[src/rtl/dct_pkg.sv]
// rtl/dct_pkg.sv - shared types and constants for the 8x8 DCT block scheduler
package dct_pkg;

    typedef enum logic [1:0] {
        ST_IDLE  = 2'd0,
        ST_FEED  = 2'd1,
        ST_DRAIN = 2'd2,
        ST_DONE  = 2'd3
    } sched_state_e;

    localparam int PIX_W        = 8;
    localparam int ROWS_PER_BLK = 8;
    localparam int ROW_BUS_W    = PIX_W * ROWS_PER_BLK;

endpackage

[src/rtl/dct_block_sched_if.sv]
// rtl/dct_block_sched_if.sv - pixel-row input and DCT-side handshake bundle
interface dct_block_sched_if;
    import dct_pkg::*;

    logic                 i_row_valid;
    logic [ROW_BUS_W-1:0] i_row_data;
    logic                 o_row_ready;
    logic                 o_dct_valid;
    logic [ROW_BUS_W-1:0] o_dct_data;
    logic                 i_dct_out_valid;

    modport master (
        output i_row_valid, i_row_data, i_dct_out_valid,
        input  o_row_ready, o_dct_valid, o_dct_data
    );

    modport slave (
        input  i_row_valid, i_row_data, i_dct_out_valid,
        output o_row_ready, o_dct_valid, o_dct_data
    );

endinterface

[src/rtl/dct_credit_cnt.sv]
// rtl/dct_credit_cnt.sv - in-flight block counter; simultaneous inc/dec cancel out
module dct_credit_cnt #(
    parameter  int MAX_INFLIGHT = 2,
    localparam int CW           = $clog2(MAX_INFLIGHT + 1)
) (
    input  logic          i_clk,
    input  logic          i_rst,
    input  logic          i_inc,
    input  logic          i_dec,
    output logic [CW-1:0] o_cnt,
    output logic [CW-1:0] o_cnt_nxt,
    output logic          o_full,
    output logic          o_empty
);

    logic [CW-1:0] cnt_q;
    logic [CW-1:0] cnt_d;

    assign o_full    = (cnt_q == CW'(MAX_INFLIGHT));
    assign o_empty   = (cnt_q == '0);
    assign o_cnt     = cnt_q;
    assign o_cnt_nxt = cnt_d;

    always_comb begin
        cnt_d = cnt_q;
        case ({i_inc, i_dec})
            2'b10:   if (!o_full)  cnt_d = cnt_q + 1'b1;
            2'b01:   if (!o_empty) cnt_d = cnt_q - 1'b1;
            default: cnt_d = cnt_q;
        endcase
    end

    always_ff @(posedge i_clk or posedge i_rst) begin
        if (i_rst) begin
            cnt_q <= '0;
        end else begin
            cnt_q <= cnt_d;
        end
    end

endmodule

[src/rtl/dct_block_sched.sv]
// rtl/dct_block_sched.sv - feeds 8x8 pixel blocks row by row into a 2-D DCT with credit flow control
// Optional stall statistics output enabled by DCT_SCHED_STATS_EN.
module dct_block_sched
    import dct_pkg::*;
#(
    parameter int MAX_INFLIGHT = 2,
    parameter int CNT_W        = 8
) (
    input  logic             i_clk,
    input  logic             i_rst,
    input  logic             i_start,
    input  logic [CNT_W-1:0] i_blocks_x,
    input  logic [CNT_W-1:0] i_blocks_y,
    dct_block_sched_if.slave bus,
    output logic [CNT_W-1:0] o_blk_x,
    output logic [CNT_W-1:0] o_blk_y,
    output logic [2:0]       o_row_idx,
    output logic             o_busy,
    output logic             o_frame_done,
    output logic             o_err
`ifdef DCT_SCHED_STATS_EN
    ,
    output logic [15:0]      o_stall_cnt
`endif
);

    localparam int             IW       = $clog2(MAX_INFLIGHT + 1);
    localparam logic [2:0]     LAST_ROW = 3'(ROWS_PER_BLK - 1);

    sched_state_e         state_q, state_d;
    logic [CNT_W-1:0]     bx_q, bx_d, by_q, by_d;
    logic [CNT_W-1:0]     blk_x_q, blk_x_d, blk_y_q, blk_y_d;
    logic [2:0]           row_q, row_d;
    logic [2:0]           out_row_q, out_row_d;
    logic                 dct_valid_q, dct_valid_d;
    logic [ROW_BUS_W-1:0] dct_data_q, dct_data_d;
    logic                 done_q, done_d;
    logic                 err_q, err_d;

    logic [IW-1:0] inflight, inflight_nxt;
    logic          cr_full, cr_empty, cr_inc, cr_dec;
    logic          row_ready, accept, blk_wrap, last_x, last_y;
    logic          start_ok, start_bad, ret_ok, ret_stray;

    // A new block may not begin while the DCT already holds the maximum number of blocks.
    assign row_ready = (state_q == ST_FEED) && !((row_q == 3'd0) && cr_full);
    assign accept    = bus.i_row_valid && row_ready;
    assign blk_wrap  = accept && (row_q == LAST_ROW);
    assign last_x    = (blk_x_q == bx_q - 1'b1);
    assign last_y    = (blk_y_q == by_q - 1'b1);
    assign start_ok  = (state_q == ST_IDLE) && i_start && (i_blocks_x != '0) && (i_blocks_y != '0);
    assign start_bad = (state_q == ST_IDLE) && i_start && ((i_blocks_x == '0) || (i_blocks_y == '0));
    assign ret_ok    = bus.i_dct_out_valid && !cr_empty;
    assign ret_stray = bus.i_dct_out_valid && cr_empty;
    assign cr_inc    = blk_wrap;
    assign cr_dec    = ret_ok && (out_row_q == LAST_ROW);

    dct_credit_cnt #(.MAX_INFLIGHT(MAX_INFLIGHT)) u_credit (
        .i_clk     (i_clk),
        .i_rst     (i_rst),
        .i_inc     (cr_inc),
        .i_dec     (cr_dec),
        .o_cnt     (inflight),
        .o_cnt_nxt (inflight_nxt),
        .o_full    (cr_full),
        .o_empty   (cr_empty)
    );

    always_comb begin
        state_d     = state_q;
        bx_d        = bx_q;
        by_d        = by_q;
        blk_x_d     = blk_x_q;
        blk_y_d     = blk_y_q;
        row_d       = row_q;
        out_row_d   = ret_ok ? out_row_q + 1'b1 : out_row_q;
        dct_valid_d = accept;
        dct_data_d  = accept ? bus.i_row_data : dct_data_q;
        done_d      = 1'b0;
        err_d       = start_bad || ret_stray;

        case (state_q)
            ST_IDLE: begin
                if (start_ok) begin
                    state_d = ST_FEED;
                    bx_d    = i_blocks_x;
                    by_d    = i_blocks_y;
                    blk_x_d = '0;
                    blk_y_d = '0;
                    row_d   = 3'd0;
                end
            end
            ST_FEED: begin
                if (accept) begin
                    row_d = row_q + 1'b1;
                    if (blk_wrap) begin
                        if (last_x) begin
                            blk_x_d = '0;
                            blk_y_d = blk_y_q + 1'b1;
                            if (last_y) state_d = ST_DRAIN;
                        end else begin
                            blk_x_d = blk_x_q + 1'b1;
                        end
                    end
                end
            end
            // Looking at the next count lets done follow the final return by one cycle.
            ST_DRAIN: begin
                if (inflight_nxt == '0) begin
                    state_d = ST_DONE;
                    done_d  = 1'b1;
                end
            end
            ST_DONE: state_d = ST_IDLE;
            default: state_d = ST_IDLE;
        endcase
    end

    always_ff @(posedge i_clk or posedge i_rst) begin
        if (i_rst) begin
            state_q     <= ST_IDLE;
            bx_q        <= '0;
            by_q        <= '0;
            blk_x_q     <= '0;
            blk_y_q     <= '0;
            row_q       <= 3'd0;
            out_row_q   <= 3'd0;
            dct_valid_q <= 1'b0;
            dct_data_q  <= '0;
            done_q      <= 1'b0;
            err_q       <= 1'b0;
        end else begin
            state_q     <= state_d;
            bx_q        <= bx_d;
            by_q        <= by_d;
            blk_x_q     <= blk_x_d;
            blk_y_q     <= blk_y_d;
            row_q       <= row_d;
            out_row_q   <= out_row_d;
            dct_valid_q <= dct_valid_d;
            dct_data_q  <= dct_data_d;
            done_q      <= done_d;
            err_q       <= err_d;
        end
    end

`ifdef DCT_SCHED_STATS_EN
    logic [15:0] stall_q, stall_d;

    always_comb begin
        stall_d = stall_q;
        if (start_ok) begin
            stall_d = '0;
        end else if ((state_q == ST_FEED) && bus.i_row_valid && !row_ready && (stall_q != 16'hFFFF)) begin
            stall_d = stall_q + 1'b1;
        end
    end

    always_ff @(posedge i_clk or posedge i_rst) begin
        if (i_rst) begin
            stall_q <= '0;
        end else begin
            stall_q <= stall_d;
        end
    end

    assign o_stall_cnt = stall_q;
`endif

    assign bus.o_row_ready = row_ready;
    assign bus.o_dct_valid = dct_valid_q;
    assign bus.o_dct_data  = dct_data_q;
    assign o_blk_x         = blk_x_q;
    assign o_blk_y         = blk_y_q;
    assign o_row_idx       = row_q;
    assign o_busy          = (state_q != ST_IDLE);
    assign o_frame_done    = done_q;
    assign o_err           = err_q;

endmodule

[src/flat_wrapper.sv]
// flat-port wrapper written by rule: the top's interface ports become plain ports
module dct_block_sched_flat import dct_pkg::*;
#(
    parameter int MAX_INFLIGHT = 2,
    parameter int CNT_W        = 8
)
  (i_clk, i_rst, i_start, i_blocks_x, i_blocks_y, o_blk_x, o_blk_y, o_row_idx, o_busy, o_frame_done, o_err, bus_i_row_valid, bus_i_row_data, bus_i_dct_out_valid, bus_o_row_ready, bus_o_dct_valid, bus_o_dct_data);
  dct_block_sched_if bus_i ();
  input  logic i_clk;
  input  logic i_rst;
  input  logic i_start;
  input  logic [CNT_W-1:0] i_blocks_x;
  input  logic [CNT_W-1:0] i_blocks_y;
  output logic [CNT_W-1:0] o_blk_x;
  output logic [CNT_W-1:0] o_blk_y;
  output logic [2:0] o_row_idx;
  output logic o_busy;
  output logic o_frame_done;
  output logic o_err;
  input wire logic [$bits(bus_i.i_row_valid)-1:0] bus_i_row_valid;
  input wire logic [$bits(bus_i.i_row_data)-1:0] bus_i_row_data;
  input wire logic [$bits(bus_i.i_dct_out_valid)-1:0] bus_i_dct_out_valid;
  output wire logic [$bits(bus_i.o_row_ready)-1:0] bus_o_row_ready;
  output wire logic [$bits(bus_i.o_dct_valid)-1:0] bus_o_dct_valid;
  output wire logic [$bits(bus_i.o_dct_data)-1:0] bus_o_dct_data;
  assign bus_i.i_row_valid = bus_i_row_valid;
  assign bus_i.i_row_data = bus_i_row_data;
  assign bus_i.i_dct_out_valid = bus_i_dct_out_valid;
  assign bus_o_row_ready = bus_i.o_row_ready;
  assign bus_o_dct_valid = bus_i.o_dct_valid;
  assign bus_o_dct_data = bus_i.o_dct_data;
  dct_block_sched #(.MAX_INFLIGHT(MAX_INFLIGHT), .CNT_W(CNT_W)) u_core (.i_clk(i_clk), .i_rst(i_rst), .i_start(i_start), .i_blocks_x(i_blocks_x), .i_blocks_y(i_blocks_y), .bus(bus_i), .o_blk_x(o_blk_x), .o_blk_y(o_blk_y), .o_row_idx(o_row_idx), .o_busy(o_busy), .o_frame_done(o_frame_done), .o_err(o_err));
endmodule
[config.mk]
export PLATFORM = sky130hd
export DESIGN_NAME = dct_block_sched_flat
export DESIGN_NICKNAME = d
export VERILOG_FILES = /design/src/rtl/dct_pkg.sv /design/src/rtl/dct_block_sched_if.sv /design/src/rtl/dct_credit_cnt.sv /design/src/rtl/dct_block_sched.sv /design/src/flat_wrapper.sv
export SDC_FILE = /design/constraint.sdc
export NUM_CORES = 1
export LEC_CHECK = 0
export CORE_MARGIN = 10
export CORE_UTILIZATION = 40
export DETAILED_ROUTE_END_ITERATION = 12
export PLACE_DENSITY = 0.71
export SYNTH_ARGS = -nofsm -noshare
export SYNTH_HDL_FRONTEND = slang
export SYNTH_SLANG_ARGS = --single-unit
[constraint.sdc]
create_clock -name i_clk -period 3.75 [get_ports i_clk]
set_input_delay 0.375 -clock i_clk [delete_from_list [all_inputs] [get_ports i_clk]]
set_output_delay 0.375 -clock i_clk [all_outputs]
set_load 0.05 [all_outputs]
# Word level (Yosys, flattened, before mapping)
# Cells that the tools add are included.
[totals] ff_bits=109 latch_bits=0 ram_bits=0 mem_bits_ro=0 out_inout_bits=88 wordCells=90 memories=0
[classes] n_addsub=8 n_mul=0 div_mod_pow=0 magnitude_cmp=0 eq_ne=16 n_shift=0 n_mux=24 n_bitwise=0 reduce_logical=30
[op_table] operator="$mux W8" n=7
[op_table] operator="$pmux W8 S2" n=2
[op_table] operator="$add A8 B1 Y8 const B" n=2
[op_table] operator="$eq A8 B8 Y1" n=2
[op_table] operator="$logic_not A8 Y1" n=2
[op_table] operator="$mux W2" n=8
[op_table] operator="$reduce_bool A8 Y1" n=2
[op_table] operator="$sub A8 B1 Y8 const B" n=2
[op_table] operator="$logic_and A1 B1 Y1" n=11
[op_table] operator="$ne A2 B1 Y1 const B" n=5
[op_table] operator="$eq A2 B2 Y1 const B" n=4
[op_table] operator="$pmux W2 S4" n=1
[op_table] operator="$add A3 B1 Y3 const B" n=2
[op_table] operator="$eq A3 B3 Y1 const B" n=2
[op_table] operator="$logic_not A2 Y1" n=3
[op_table] operator="$mux W3" n=2
[op_table] operator="$pmux W3 S2" n=1
[op_table] operator="$reduce_and A6 Y1" n=1
[op_table] operator="$reduce_and A5 Y1" n=1
[op_table] operator="$eq A2 B1 Y1 const B" n=2
[op_table] operator="$pmux W2 S2" n=1
[op_table] operator="$reduce_and A4 Y1" n=1
[op_table] operator="$reduce_bool A2 Y1" n=2
[op_table] operator="$logic_not A3 Y1" n=1
[op_table] operator="other kinds (8)" n=11

# Logic depth before layout (Yosys ltp)
# Gate-level depths: netlist (run 1).
[depth] depth_word=11 ltp_mapped=17 depth_no_buf=16

# By module
# From an unflattened synthesis (run 1), not the netlist that was laid out.
[hier_totals] hier_cells=569 area_unflattened_um2=5330.1
[by_module_without_submodules] module="dct_block_sched" n_inst=1 cells_each=551 area_per_inst_um2=5146.2 seq_area_each_um2=2677.6
[by_module_without_submodules] module="dct_credit_cnt" n_inst=1 cells_each=18 area_per_inst_um2=183.9 seq_area_each_um2=50.0

# Worst setup path before layout (run 1)
# OpenSTA, ideal clock, no wires.
[synth_path] kind="reg2reg" startpoint="reg u_core.row_q[0], in the netlist u_core.o_row_idx[0]" endpoint="reg u_core.state_q[1]" setup_ps=125 t_arrival_ps=3716 required_time_ps=3625 setup_slack_ps=-91 stages_incl_launch_ff=17 synth_period_minus_slack_ps=3841 path_cell_list="dfrtp_1 inv_1 ha_1 nand3b_1 and2_1 nand2_1 clkinv_1 clkbuf_1 nand2_1 ha_1 a221oi_1 a21oi_1 or2_2 nand2_1 nand3_1 a21oi_1 mux2_2"
[synth_via] elab_chain_cells=11 elab_cells_between_ends=15 classes_between="eq/ne (6); mux (1); reduce/logical (8)"
[synth_lines] element="from (decl)" line_no="dct_block_sched.sv:33" rtl="logic [2:0] row_q, row_d;"
[synth_lines] element="from (signal assigned)" line_no="dct_block_sched.sv:138" rtl="row_q <= row_d;"
[synth_lines] element="$logic_not A3 Y1 *" line_no="dct_block_sched.sv:46" rtl="assign row_ready = (state_q == ST_FEED) && !((row_q == 3'd0) && cr_full);"
[synth_lines] element="$logic_and A1 B1 Y1 *" line_no="dct_block_sched.sv:46"
[synth_lines] element="$logic_not A1 Y1 *" line_no="dct_block_sched.sv:46"
[synth_lines] element="$logic_and A1 B1 Y1 *" line_no="dct_block_sched.sv:46"
[synth_lines] element="named net bus_o_row_ready" line_no="flat_wrapper.sv:23" rtl="output wire logic [$bits(bus_i.o_row_ready)-1:0] bus_o_row_ready;"
[synth_lines] element="$logic_and A1 B1 Y1 *" line_no="dct_block_sched.sv:47" rtl="assign accept = bus.i_row_valid && row_ready;"
[synth_lines] element="$logic_and A1 B1 Y1 *" line_no="dct_block_sched.sv:48" rtl="assign blk_wrap = accept && (row_q == LAST_ROW);"
[synth_lines] element="$eq A2 B1 Y1 / $eq A2 B2 Y1 (equally long branches)" line_no="dct_credit_cnt.sv:26" rtl="case ({i_inc, i_dec})"
[synth_lines] element="$pmux W2 S2 *" line_no="dct_credit_cnt.sv:26"
[synth_lines] element="named net u_core.inflight_nxt[0]" line_no="dct_block_sched.sv:40" rtl="logic [IW-1:0] inflight, inflight_nxt;"
[synth_lines] element="$logic_not A2 Y1 *" line_no="dct_block_sched.sv:109" rtl="if (inflight_nxt == '0) begin"
[synth_lines] element="$ne A2 B1 Y1 (no source line) *"
[synth_lines] element="$reduce_and A6 Y1 (no source line) *"
[synth_lines] element="to (signal assigned)" line_no="dct_block_sched.sv:133" rtl="state_q <= state_d;"
[synth_lines] element="to (decl)" line_no="dct_block_sched.sv:30" rtl="sched_state_e state_q, state_d;"
# Mark *: on every way through the listed nets, which the timed path passes. The rest lies on a longest branch.
# A chain may end at the register's enable or synchronous reset.

# Worst setup path after layout (run 1)
[layout_path] startpoint="reg u_core.state_q[1]" endpoint="reg u_core.state_q[1]"
[layout_via] elab_chain_cells=9 elab_cells_between_ends=22 classes_between="eq/ne (11); mux (2); reduce/logical (9)"
[layout_lines] element="$eq A2 B1 Y1 *" line_no="dct_block_sched.sv:46"
[layout_lines] element="$logic_and A1 B1 Y1 *" line_no="dct_block_sched.sv:46"
[layout_lines] element="$logic_and A1 B1 Y1 *" line_no="dct_block_sched.sv:47"
[layout_lines] element="$logic_and A1 B1 Y1 *" line_no="dct_block_sched.sv:48"
[layout_lines] element="$eq A2 B1 Y1 / $eq A2 B2 Y1 (equally long branches)" line_no="dct_credit_cnt.sv:26"
[layout_lines] element="$pmux W2 S2 *" line_no="dct_credit_cnt.sv:26"
[layout_lines] element="named net u_core.inflight_nxt[0]" line_no="dct_block_sched.sv:40"
[layout_lines] element="$logic_not A2 Y1 *" line_no="dct_block_sched.sv:109"
[layout_lines] element="$ne A2 B1 Y1 (no source line) *"
[layout_lines] element="$reduce_and A6 Y1 (no source line) *"
# Marked as above.

==> run metrics, run 1 <==
synth warn 0; leak pwr 0.00350 uW; Crit-path slowest cell ha_1; vias in the first global route 4,861; DRT iter0 DRCs 274; share of the synthesized area in the top cell type 0.527; Setup TNS Final 0 ns; Peak supply drop 0.304 mV; Clock Sinks 109; Worst-Skew Late Latency 0.36 ns; CP endpoint kind register; ys async rst share 1.00; final worst slack 0.544 ns; Top Ports 173; crit share post-route 0.855; FF-to-FF Start u_core.state_q[1]$_DFFE_PP0P_; NumNets Final 829; CP peak stage delay 0.43 ns; antenna violations before repair 0; Seq pwr share 0.387; Post-route DRC 0; WHS Path Cells 2; crit path launch type register; Synth top cells by count 216 x nand2_1, 109 x dfrtp_1, 20 x inv_1, 20 x mux2_2, 18 x ha_1; Final GP Congestion 0.857; synthesized area per cell 9.25 sq um; Crit Path Class reg2reg; Layout area overhead 42.8%; TritonCTS clock tree built; slew at the pin closest to its max-slew limit 0.755 ns; status completed; CP Cell Sequence inv_1 > ha_1 > and2_2 > nand2_2 > inv_2 > nand2_1 > ha_1 > a221oi_1 > a21oi_1 > or2_2 > nand2_1 > nand3_1 > a21oi_1 > mux2_2; GRT Overall Usage 0.169; Gate power share 0.344; routed vias/inst 5.06; fraction of final layout cells with drive strength greater than 1 0.0671; Remaining Overflow, GRT 0; Post-Place Worst Slack 0.560 ns; ANT cells 0; post-DP HPWL 11,200 um; Post-Syn Instances 560; Relative slew margins 0.496; via count 4,561; Max clock buf depth 2; Fin. Hold Viols 0; FF-to-FF End u_core.state_q[1]$_DFFE_PP0P_; register area share after synthesis 0.527; largest net degree at the start of global routing 69; first-pass GRT wire length 24,900 um; power per cell area 511 nW/um^2; Mapped Nets 663; minimum clock period after layout 3.21 ns; Critical Path Fanout Max 13; Sw Ratio 0.370; Yosys cell types 49; internal power 2380 uW; #FFs+latches synth 109; final setup fails 0; Clk pin slew, worst setup/hold paths 0.07 ns; Core ar. 12,700 sq um; Die H 134 um; post-route ant nets 0; min-delay src u_core.bus.o_dct_data[28]$_DFFE_PP0P_; H-tree depth 3; Die Span X 134 um; Post-Route WL 15,000 um; post-CTS sizing 0; Peak Freq 0.312 GHz; area leader, netlist dfrtp_1; Synth Flop Type dfrtp_1; WL/cell 16.7 um; skew final 0.00708 ns; WP data arrival 3.45 ns; hold_buf cts 0; Net Sw Power 1400 uW; DR pass1 iterations 4; Setup Buffers After CTS 0; Buffers on Ports 172; Reg2Reg Setup Slack 0.54 ns; # rows 41; cts bufs inserted 9; Clock Power Share 0.270; Worst EP required 3.99 ns; post-synthesis cell area 5180 sq um; Worst Hold End u_core.bus.o_dct_data[28]$_DFFE_PP0P_; HP Class reg2reg; RSZ-0062 raised after global routing no; Max Slew Vio Count 0; CP startpoint u_core.state_q[1]$_DFFE_PP0P_; Area contributors post-synth dfrtp_1 53%, nand2_1 16%, ha_1 4.3%; EDFF count, synth 0; max-cap viol count 0; cells on worst reg2reg path 14; die area 17,900 sq um; most common cell in the synthesized netlist nand2_1; starting density of the core 0.409; Root Buffer clkbuf_16
final cells by class:
type                    count  area (sq um)
fillers                  1120          5280
flip-flops and latches    109          2730
multi-input cells         409          2290
repair buffers            176          1760
clock buffers               9           225
well taps                 172           215
clock inverters             6          88.8
inverters                  21          81.3
worst max-delay path: cells and delay by family, from the launching register on:
kind	cells	cell delay (ns)
AND/OR/NAND/NOR	6	0.86
multiplexers	1	0.36
buffers and inverters	2	0.14
flip-flops	1	0.40
adder cells (fa/ha/maj)	2	0.76
AO/OA/AOI/OAI	3	0.58
per-layer routing:
metal / GRT usage / vias up / share of wire
met3: 0.0930 / 15 / 0.11
met5: 0 / - / 0
li1: - / 2176 / -
met1: 0.187 / 2225 / 0.39
met2: 0.278 / 145 / 0.48
met4: 0.0447 / 0 / 0.012
power groups by stage:
stage / clock [uW] / sequential, uW / combinational (uW)
4_1_cts: 1050 / 1460 / 1320
3_3_place_gp: 0 / 1470 / 1280
6_report: 1020 / 1460 / 1300
2_1_floorplan: 0 / 1920 / 358
3_5_place_dp: 0 / 1480 / 1310
5_1_grt: 1090 / 1490 / 1400
sequential cells by signal, indices dropped and copies added, names as in the netlist:
name / flops
u_core.o_blk_y: 8
u_core.by_q: 8
u_core.o_row_idx: 3
u_core.out_row_q: 3
u_core.u_credit.o_cnt: 2
u_core.bx_q: 8
u_core.o_blk_x: 8
u_core.o_frame_done: 1
u_core.bus.o_dct_data: 64
u_core.state_q: 2
u_core.o_err: 1
u_core.bus.o_dct_valid: 1
cells by family (layout without fill, tap and decap cells):
logic type / count (synthesis) / after routing / synth area share
xor+xnor: 20 / 20 / 0.0338
compound gates: 48 / 48 / 0.0592
simple gates: 297 / 297 / 0.250
flops: 109 / 109 / 0.527
mux: 26 / 26 / 0.0551
buf+inv: 42 / 212 / 0.0319
fa+ha+maj: 18 / 18 / 0.0435
cell usage in the layout, fill, tap and decap left out, types with 10 or more instances in the layout:
master,n
ha_1,18
a21oi_1,15
mux2_2,20
nor2_1,17
nand3_1,15
nand4_1,10
xor2_1,10
dfrtp_1,109
nand2_1,215
o21ai_0,12
xnor2_1,10
inv_1,19
clkdlybuf4s50_1,172
through the flow:
step	utilization	hold WS [ns]	instances	total power [uW]	cell area, sq um
2_1_floorplan	-	0.448	560	2280	5180
3_3_place_gp	0.559	0.457	887	2750	7080
3_5_place_dp	0.559	0.462	887	2790	7080
4_1_cts	0.583	0.479	902	3830	7390
5_1_grt	0.583	0.494	902	3980	7390
6_report	0.583	0.474	902	3780	7390
how the worst max path moves through the flow:
stage,end,slack [ns],cells past startpoint
after global routing,u_core.state_q[1]$_DFFE_PP0P_,0.32,14
after global placement,u_core.state_q[1]$_DFFE_PP0P_,0.68,12
after detailed placement,u_core.state_q[1]$_DFFE_PP0P_,0.56,11
after CTS,u_core.state_q[1]$_DFFE_PP0P_,0.55,14
after floorplan,u_core.state_q[1]$_DFFE_PP0P_,0.09,16
final,u_core.state_q[1]$_DFFE_PP0P_,0.54,14
Note: power is estimated with default switching activity, not from simulation.
==> run 2, diff against run 1 <==
--- a/config.mk
+++ b/config.mk
@@ -9,6 +9,7 @@
 export CORE_UTILIZATION = 40
 export DETAILED_ROUTE_END_ITERATION = 12
 export PLACE_DENSITY = 0.71
+export SLEW_MARGIN = 20
 export SYNTH_ARGS = -nofsm -noshare
 export SYNTH_HDL_FRONTEND = slang
 export SYNTH_SLANG_ARGS = --single-unit
==> results of run 2 <==
No change in the layout: final DEF, timing and power equal those of run 1.
==> run 3, diff against run 2 <==
--- a/config.mk
+++ b/config.mk
@@ -9,6 +9,7 @@
 export CORE_UTILIZATION = 40
 export DETAILED_ROUTE_END_ITERATION = 12
 export PLACE_DENSITY = 0.71
+export RECOVER_POWER = 100
 export SLEW_MARGIN = 20
 export SYNTH_ARGS = -nofsm -noshare
 export SYNTH_HDL_FRONTEND = slang
==> constraint.sdc (replaced) <==
create_clock -name i_clk -period 3.75 [get_ports i_clk]
set_input_delay 0.375 -clock i_clk [delete_from_list [all_inputs] [get_ports i_clk]]
set_output_delay 0.375 -clock i_clk [all_outputs]
set_load 0.02 [all_outputs]
==> run metrics, run 3 (synthesized netlist as in run 1, its figures left out) <==
leak pwr 0.00360 uW (+2.9%); Clock Sinks 109 (unchanged); ANT cells 0 (unchanged); crit share post-route 0.814 (-0.0408); first-pass GRT wire length 24,500 um (-1.5%); Post-route DRC 0 (unchanged); Peak Freq 0.328 GHz (+5.0%); Relative slew margins -0.394 (-0.891); global routing met1 resource utilization 0.183 (-0.00334); most used routing layer met2; Core ar. 12,700 sq um (unchanged); Post-Place Worst Slack 0.578 ns (+0.0181 ns); Layout area overhead 42.4%; GRT Overall Usage 0.169 (-0.000367); Die Span X 134 um (unchanged); post-DP HPWL 11,100 um (-0.82%); DRT iter0 DRCs 281 (+2.6%); total power 3400 uW (-10%); Largest register FFs 64 (unchanged); vias in the first global route 4,849 (-0.25%); Fin. Hold Viols 0 (unchanged); cts bufs inserted 9 (unchanged); hold_buf cts 0 (unchanged); via count 4,511 (-1.1%); Clk pin slew, worst setup/hold paths 0.08 ns (about the same); Max Slew Vio Count 45 (+45); Root Buffer clkbuf_16; die area 17,900 sq um (unchanged); Critical Path Fanout Max 12 (-1); Worst-Skew Late Latency 0.36 ns (about the same); final worst slack 0.697 ns (+0.153 ns); Buffers on Ports 172 (unchanged); starting density of the core 0.409 (unchanged); met2 GRT Util 0.273 (-0.00468); fraction of final layout cells with drive strength greater than 1 0.0628 (-0.00428); crit path launch type register; Crit Path Class reg2reg; power per cell area 461 nW/um^2 (-9.8%); WL/cell 16.5 um (-1.1%); final setup fails 0 (unchanged); largest net degree at the start of global routing 69 (unchanged); DR pass1 iterations 4 (unchanged); TritonCTS clock tree built; slew at the pin closest to its max-slew limit 2.08 ns (+1.32 ns); HP Class reg2reg; Worst EP required 3.99 ns (about the same); Top Ports 173 (unchanged); # rows 41 (unchanged); Remaining Overflow, GRT 0 (unchanged); hold_ws 0.471 ns (-0.00323 ns); max-cap viol count 1 (+1); minimum clock period after layout 3.05 ns (-0.153 ns); CP endpoint kind register; post-CTS sizing 0 (unchanged); Post-Route WL 14,900 um (-0.90%); failing checks max-capacitance violations, max-slew violations; routed vias/inst 4.99 (-1.3%); RSZ-0062 raised after global routing no; Setup TNS Final 0 ns (unchanged); WP data arrival 3.30 ns (-0.15 ns); Max clock buf depth 2 (unchanged); Final GP Congestion 0.797 (-6.9%); NumNets Final 830 (+0.12%); Post-DP Area 7080 sq um (about the same); most frequent cells in the layout 215 x nand2_1, 109 x dfrtp_1, 90 x dlygate4sd3_1; FILL cells 1,106 (-1.3%); Die H 134 um (unchanged); Design Area, Final 7370 sq um (-0.25%); met3 Use GR 0.104 (+0.0108); post-route ant nets 0 (unchanged); antenna violations before repair 0 (unchanged); status complete, but fails checks; most common cell after layout, fill and taps aside nand2_1; Setup Buffers After CTS 0 (unchanged); H-tree depth 3 (unchanged); skew final 0.00412 ns (-0.00296 ns); Peak supply drop 0.339 mV (+11%)
run 3: cell types whose count changed in the layout (fill, tap and decap cells not counted), sizes merged:
cell           change
buf                -1
dlygate4sd3       +90
inv                +1
clkdlybuf4s50     -90
clkinvlp           +1
bufinv             -1
clkbuf             +2
run 3: layout make-up:
| cell class | count | area, sq um | share of cell area |
|---|---|---|---|
| Clock buffer | 9 | 225 | 0.0305 |
| Tap cell | 172 | 215 | 0.0292 |
| Clock inverter | 7 | 82.6 | 0.0112 |
| Inverter | 21 | 80.1 | 0.0109 |
| Multi-Input combinational cell | 409 | 2280 | 0.309 |
| Timing Repair Buffer | 177 | 1770 | 0.239 |
| Sequential cell | 109 | 2730 | 0.370 |
run 3: path summary, 6_finish.rpt:
check | start | to | slack (ns) | cells past startpoint
min reg2reg | u_core.bus.o_dct_data[8]$_DFFE_PP0P_ | u_core.bus.o_dct_data[8]$_DFFE_PP0P_ | 0.47 | 2
max | u_core.bx_q[0]$_DFFE_PP0P_ | u_core.o_blk_y[0]$_DFFE_PP0P_ | 0.70 | 9
max reg2reg | u_core.bx_q[0]$_DFFE_PP0P_ | u_core.o_blk_y[0]$_DFFE_PP0P_ | 0.70 | 9
min | u_core.bus.o_dct_data[8]$_DFFE_PP0P_ | u_core.bus.o_dct_data[8]$_DFFE_PP0P_ | 0.47 | 2
max in group asynchronous | i_rst | u_core.bus.o_dct_data[8]$_DFFE_PP0P_ | 1.67 | 3
min in group asynchronous | i_rst | u_core.bx_q[3]$_DFFE_PP0P_ | 1.01 | 2
run 3: metrics by stage:
stage,std cells,util
after floorplan,560,-
after global placement,888,0.559
final,904,0.582
after global routing,904,0.582
after CTS,904,0.583
after detailed placement,888,0.559
run 3: where the power goes:
group / switching, uW / total (uW) / internal [uW]
combinational: 525 / 945 / 419
clock: 471 / 999 / 528
sequential: 125 / 1460 / 1330
total: 1120 / 3400 / 2280
run 3: critical path, stage by stage (launching register included):
cell and delay, ns:
dfrtp_1 0.43, inv_1 0.08, ha_1 0.20, or3b_1 0.39, nor3_1 0.19, xnor2_1 0.13
nor4_4 0.47, a31oi_1 0.41, nor2_1 0.30, mux2_2 0.36
run 3: routing by layer:
layer,up-vias,wire [um]
li1,2179,-
met1,2153,5800
met2,157,6910
met3,22,1970
met4,0,233
met5,-,0
